==> src/rtl/bit_serial_adder_pkg.sv <==
// Shared types and helpers for the bit-serial adder.
package bit_serial_adder_pkg;

    typedef enum logic [1:0] {
        IDLE = 2'd0,
        RUN  = 2'd1,
        DONE = 2'd2
    } state_t;

    localparam int unsigned DEFAULT_WIDTH = 8;
    localparam int unsigned DEFAULT_CNT_W = $clog2(DEFAULT_WIDTH);

    // Bit-counter width for a given operand width.
    function automatic int unsigned cnt_width(input int unsigned width);
        return $clog2(width);
    endfunction

endpackage

==> src/rtl/half_adder_cell.sv <==
// Half-adder cell: s = a ^ b, c = a & b.
module half_adder_cell (
    input  logic a,
    input  logic b,
    output logic s,
    output logic c
);

    assign s = a ^ b;
    assign c = a & b;

endmodule

==> src/rtl/bit_serial_adder.sv <==
// LSB-first bit-serial adder built from two half-adder cells and a carry flop.
// Optional signed-overflow flag enabled by defining BIT_SERIAL_ADDER_OVF_EN.
module bit_serial_adder
    import bit_serial_adder_pkg::*;
#(
    parameter int unsigned WIDTH = DEFAULT_WIDTH
) (
    input  logic             clk,
    input  logic             rst_n,
    input  logic             start,
    input  logic             in_valid,
    input  logic             a_bit,
    input  logic             b_bit,
    output logic             sum_bit,
    output logic             sum_valid,
    output logic             busy,
    output logic             done,
    output logic [WIDTH-1:0] result,
    output logic             carry_out,
    output logic             ovf
);

    localparam int unsigned CNT_W = cnt_width(WIDTH);

    state_t           state;
    logic             carry;
    logic [CNT_W-1:0] count;

    logic prop;
    logic gen;
    logic sum_c;
    logic gen2;
    logic carry_next_c;
    logic last_c;

    half_adder_cell u_ha_ab (
        .a (a_bit),
        .b (b_bit),
        .s (prop),
        .c (gen)
    );

    half_adder_cell u_ha_cin (
        .a (prop),
        .b (carry),
        .s (sum_c),
        .c (gen2)
    );

    assign carry_next_c = gen | gen2;
    assign last_c       = (count == CNT_W'(WIDTH - 1));

    // Control FSM with the sum/result datapath; every output is a flop.
    always_ff @(posedge clk or negedge rst_n) begin
        if (!rst_n) begin
            state     <= IDLE;
            carry     <= 1'b0;
            count     <= '0;
            sum_bit   <= 1'b0;
            sum_valid <= 1'b0;
            busy      <= 1'b0;
            done      <= 1'b0;
            result    <= '0;
            carry_out <= 1'b0;
        end else begin
            done      <= 1'b0;
            sum_valid <= 1'b0;
            case (state)
                IDLE: begin
                    if (start) begin
                        carry     <= 1'b0;
                        count     <= '0;
                        result    <= '0;
                        carry_out <= 1'b0;
                        busy      <= 1'b1;
                        state     <= RUN;
                    end
                end
                RUN: begin
                    if (in_valid) begin
                        sum_bit   <= sum_c;
                        sum_valid <= 1'b1;
                        result    <= {sum_c, result[WIDTH-1:1]};
                        carry     <= carry_next_c;
                        count     <= count + CNT_W'(1);
                        if (last_c) begin
                            carry_out <= carry_next_c;
                            busy      <= 1'b0;
                            done      <= 1'b1;
                            state     <= DONE;
                        end
                    end
                end
                DONE: begin
                    state <= IDLE;
                end
                default: begin
                    busy  <= 1'b0;
                    state <= IDLE;
                end
            endcase
        end
    end

`ifdef BIT_SERIAL_ADDER_OVF_EN
    // Signed overflow: carry into the MSB differs from carry out of it.
    always_ff @(posedge clk or negedge rst_n) begin
        if (!rst_n) begin
            ovf <= 1'b0;
        end else if (state == IDLE && start) begin
            ovf <= 1'b0;
        end else if (state == RUN && in_valid && last_c) begin
            ovf <= carry ^ carry_next_c;
        end
    end
`else
    assign ovf = 1'b0;
`endif

endmodule
==> config.mk <==
export PLATFORM = sky130hd
export DESIGN_NAME = bit_serial_adder
export DESIGN_NICKNAME = d
export VERILOG_FILES = /design/src/rtl/bit_serial_adder_pkg.sv /design/src/rtl/half_adder_cell.sv /design/src/rtl/bit_serial_adder.sv
export SDC_FILE = /design/constraint.sdc
export NUM_CORES = 1
export LEC_CHECK = 0
export CAP_MARGIN = 15
export CORE_ASPECT_RATIO = 1.1
export CORE_MARGIN = 1.5
export CORE_UTILIZATION = 50
export CTS_CLUSTER_DIAMETER = 60
export DETAILED_ROUTE_END_ITERATION = 10
export GPL_TIMING_DRIVEN = 0
export PLACE_DENSITY_LB_ADDON = 0.25
export SYNTH_ARGS = -nofsm -noshare
export SYNTH_HDL_FRONTEND = slang
export SYNTH_HIERARCHICAL = 1
export SYNTH_SLANG_ARGS = --single-unit
==> constraint.sdc <==
create_clock -name clk -period 3.4 [get_ports clk]
set_input_delay 0.68 -clock clk [delete_from_list [all_inputs] [get_ports clk]]
set_output_delay 0.68 -clock clk [all_outputs]
set_load 0.02 [all_outputs]
======== Word-level counts from Yosys, hierarchy flattened ========
Index checks and enable logic that the tools add are counted.
storage, ports and cells
  register bits after elaboration ......... 19
  input port bits ......................... 6
  output and inout port bits .............. 14
  logic and storage cells ................. 54
cells by class
  add/subtract/negate cells ............... 1
  equality and inequality tests ........... 6
  muxes and demuxes ....................... 25
  bitwise operators ....................... 6
  reduce and logical (&&, ||, !) cells .... 7
operator list
  kind                                            number
  two-way mux 8 bit                               2
  case mux 8 bit (2 select lines)                 1
  two-way mux 1 bit                               12
  AND reduction 4 bit                             2
  two-way mux 2 bit                               3
  two-way mux 3 bit                               2
  != test 2 bit (second input constant)           3
  case mux 3 bit (2 select lines)                 1
  AND reduction 3 bit                             2
  case mux 1 bit (2 select lines)                 2
  case mux 2 bit (2 select lines)                 1
  adder 3 x 1 -> 3 bit (second input constant)    1
  == test 3 bit (second input constant)           1
  case mux 1 bit (3 select lines)                 1
  bitwise AND 1 bit                               2
  == test 2 x 1 -> 1 bit (second input constant)  1
  == test 2 bit (second input constant)           1
  logical NOT 2 bit                               1
  AND reduction 2 bit                             1
  nonzero test 2 bit                              1
  bitwise XOR 1 bit                               2
  inverter 1 bit                                  1
  bitwise OR 1 bit                                1

======== Longest topological paths before layout ========
  word-level depth ........................ 6
  depth in mapped cells ................... 5
  depth with buffers taken out ............ 5

======== By module ========
Netlist, hierarchy kept.
modules (own cells, without submodules)
  module            times used  cells an instance  area an instance (µm²)  sequential area each (µm²)
  bit_serial_adder  1           67                 802.0                   475.5
  half_adder_cell   2           1                  12.5                    0.0

======== Least setup slack after synthesis ========
No wires, ideal clock.
  kind .................................... input to register
  from .................................... input port a_bit
  to ...................................... register sum_bit
  library setup time ...................... 0.127 ns
  arrival ................................. 1.527 ns
  data required time ...................... 3.273 ns
  path slack .............................. 1.745 ns
  stages .................................. 3
  path buffers ............................ 0
  path through ............................ ha_1 -> ha_1 -> mux2_1
on the way
  word-level cells in the longest chain between the ends .. 2
ends and longest elaborated chain
  element                          RTL line                source
  start, declared                  bit_serial_adder.sv:12  input logic a_bit,
  bitwise XOR 1 bit (2 in series)  half_adder_cell.sv:9    assign s = a ^ b;
  named net sum_c                  bit_serial_adder.sv:31  logic sum_c;
  end signal, assigned             bit_serial_adder.sv:81  sum_bit <= sum_c;
  end, declared                    bit_serial_adder.sv:14  output logic sum_bit,
The timed path passes the listed nets, and every way through them passes these cells.
A chain may end at the register's enable or synchronous reset.

======== Final worst setup path ========
  from .................................... register result[7]
  to ...................................... output port result[7]
RTL lines
  element                 RTL line                source
  start, declared         bit_serial_adder.sv:18  output logic [WIDTH-1:0] result,
  start signal, assigned  bit_serial_adder.sv:83  result <= {sum_c, result[WIDTH-1:1]};
No word-level cell between the ends.

==> out/qor.txt <==
maxcap violations - 0
WHS Endpoint - sum_bit$_DFFE_PN0P_
Final Net Count - 101
DR iter-0 viols - 9
Setup Buffers After CTS - 0
vias in the first global route - 542
number of vias per cell - 5.50
CP delay by family, top - buffers and inverters
Seq. cell area - 475 um2
io pins - 20
r2r startpoint - state[1]$_DFFE_PN0P_
synth-to-layout area growth - 26.3%
worst hold path class - reg2reg
Final Power - 0.000911 W
status - finished clean
Yosys warnings - 6
CTS tree - built
Critical Path Source Type - register
hpwl dp - 1040 um
P_leak - 0.489 nW
initial core utilization - 53.1%
unique cell type count in the Yosys netlist - 23
routed length per placed instance - 13.6 um
area taken by multi-input logic gates - 309 um2
# setup viols final - 0
total track usage - 16.5%
antenna violations before repair - 0
PortBufs - 17
Num CTS Buffers - 3
share of layout cells above drive strength 1 - 12.2%
via count - 588
Worst R2R Setup Slack - 2030 ps
latest clock arrival within the worst-skew pair - 280 ps
clock root cell - clkbuf_4
ant diodes - 0
register area share after synthesis - 57.5%
syn_nets - 79
Worst Tran Pin Value - 791 ps
Crit Reg-Reg Endpoint - count[0]$_DFFE_PN0P_
post-CTS sizing - 0
Clock Sink Count - 19
Max Slew Vio Count - 0
FP Rows - 15
worst-path cell chain - clkdlybuf4s50_1
die area - 1910 um2
clock skew - 2.89 ps
Worst EP arrival - 1280 ps
clock slew at reported path FFs - 100 ps
Fillers - 127
Die Span X - 41.8 um
Worst EP required - 2720 ps
RD Place Congestion - 0.711
Detail Route Antenna Nets - 0
critical-path maximum fanout - 3
clock tree buffer depth - 2
first-pass GRT wire length - 2330 um
synthesized area - 827 um2
cts hold-fix bufs - 0
Hold Startpoint - sum_bit$_DFFE_PN0P_
FF+latch count, synth - 19
GRT overflow - 0
Final Cycle Share - 57.7%
kind of critical path - reg2out
f_max - 0.509 GHz
WP buf/inv - 1
RSZ-0062 raised after global routing - false
Final Hold Viols - 0
DRC Markers - 0
VDD IR max - 0.000398 V
Slew HR - 47.1%
routed wire length - 1450 um
crit end category - primary output
core box area - 1560 um2
setup TNS - 0 ps
CP max stage delay - 620 ps
Gate Count Post-Synth - 69
die span in y - 45.7 um
r2r worst-path depth - 4
fin crit period - 1960 ps
largest net degree at the start of global routing - 20
pwr dens - 872 nW/um2
DRT Pass-1 Iters - 4
WHS Path Cells - 1
Mean Syn Cell Area - 12.0 um2
# H-tree levels - 1
CP max stage cell - clkdlybuf4s50_1
==> metal layers <==
metal | up-vias | wire length [um] | GRT usage, %
met3 | 2 | 46 | 2.38
met5 | - | 0 | 0
met1 | 283 | 684 | 21.2
met2 | 11 | 706 | 27.5
li1 | 292 | - | -
met4 | 0 | 12 | 8.39
==> cells in the final DEF (no fill, tap or decap), types with 2 or more instances in the layout <==
| master | count |
|---|---|
| dfrtp_1 | 19 |
| clkdlybuf4s50_1 | 17 |
| o21ai_0 | 9 |
| a22o_1 | 6 |
| nand2_1 | 6 |
| nand4_1 | 4 |
| ha_1 | 4 |
| buf_4 | 3 |
| clkbuf_4 | 3 |
| and2_1 | 2 |
| nand3_1 | 2 |
==> metrics by stage <==
stage                     hold WS, ps  instances  util, %  cell area [um2]  setup WS [ps]
after CTS                         504        107     67.1             1040           1420
after global routing              524        107     67.1             1040           1380
after floorplan                   384         69        -              827           1750
after detailed placement          481        103     65.4             1020           1270
final                             500        107     67.1             1040           1440
after global placement            473        103     65.4             1020           1290
==> sequential cells by signal, indices dropped and copies added (netlist names) <==
| register | count |
|---|---|
| count | 3 |
| carry_out | 1 |
| sum_bit | 1 |
| done | 1 |
| result | 8 |
| carry | 1 |
| state | 2 |
| busy | 1 |
| sum_valid | 1 |
==> kinds of logic after synthesis <==
kind of cell	synth area share (%)
and+or+nand+nor	10.7
adders and majority gates	6.05
other	0.453
muxes	4.84
AOI/OAI and AO/OA	15.3
buffers and inverters	5.14
DFF	57.5
==> synthesized netlist by cell type (all sizes together) <==
cell,number,area [um2]
a21boi,1,7.51
a21oi,1,5.00
a22o,6,52.6
and2,2,12.5
and3,1,6.26
buf,5,38.8
conb,1,3.75
dfrtp,19,475
ha,4,50.1
inv,1,3.75
mux2,2,26.3
mux2i,1,13.8
nand2,6,22.5
nand3,2,10.0
nand4,4,25.0
nor2b,1,6.26
o2111ai,1,8.76
o21ai,9,45.0
o21bai,1,7.51
or2,1,6.26
==> how the worst max path moves through the flow <==
stage / from / endpoint / cells past startpoint
floorplan: a_bit / sum_bit$_DFFE_PN0P_ / 3
global placement: a_bit / sum_bit$_DFFE_PN0P_ / 4
detailed placement: a_bit / sum_bit$_DFFE_PN0P_ / 4
CTS: result[7]$_DFFE_PN0P_ / result[7] / 1
global route: result[1]$_DFFE_PN0P_ / result[1] / 1
finish: result[7]$_DFFE_PN0P_ / result[7] / 1
==> final cells by class <==
class	count	area share [%]
Inverter	1	0.359
Sequential cell	19	45.5
Buffer	5	3.71
Tap cell	17	2.04
Multi-Input combinational cell	44	29.6
Clock buffer	4	2.51
Timing Repair Buffer	17	16.3
==> report_power, final <==
| part | internal (W) | leakage (nW) | switching, W |
|---|---|---|---|
| clock | 0.0000455 | 0.0150 | 0.0000597 |
| combinational | 0.000219 | 0.233 | 0.000205 |
| sequential | 0.000320 | 0.240 | 0.0000630 |
No activity file was read; power rests on OpenSTA's default activity.
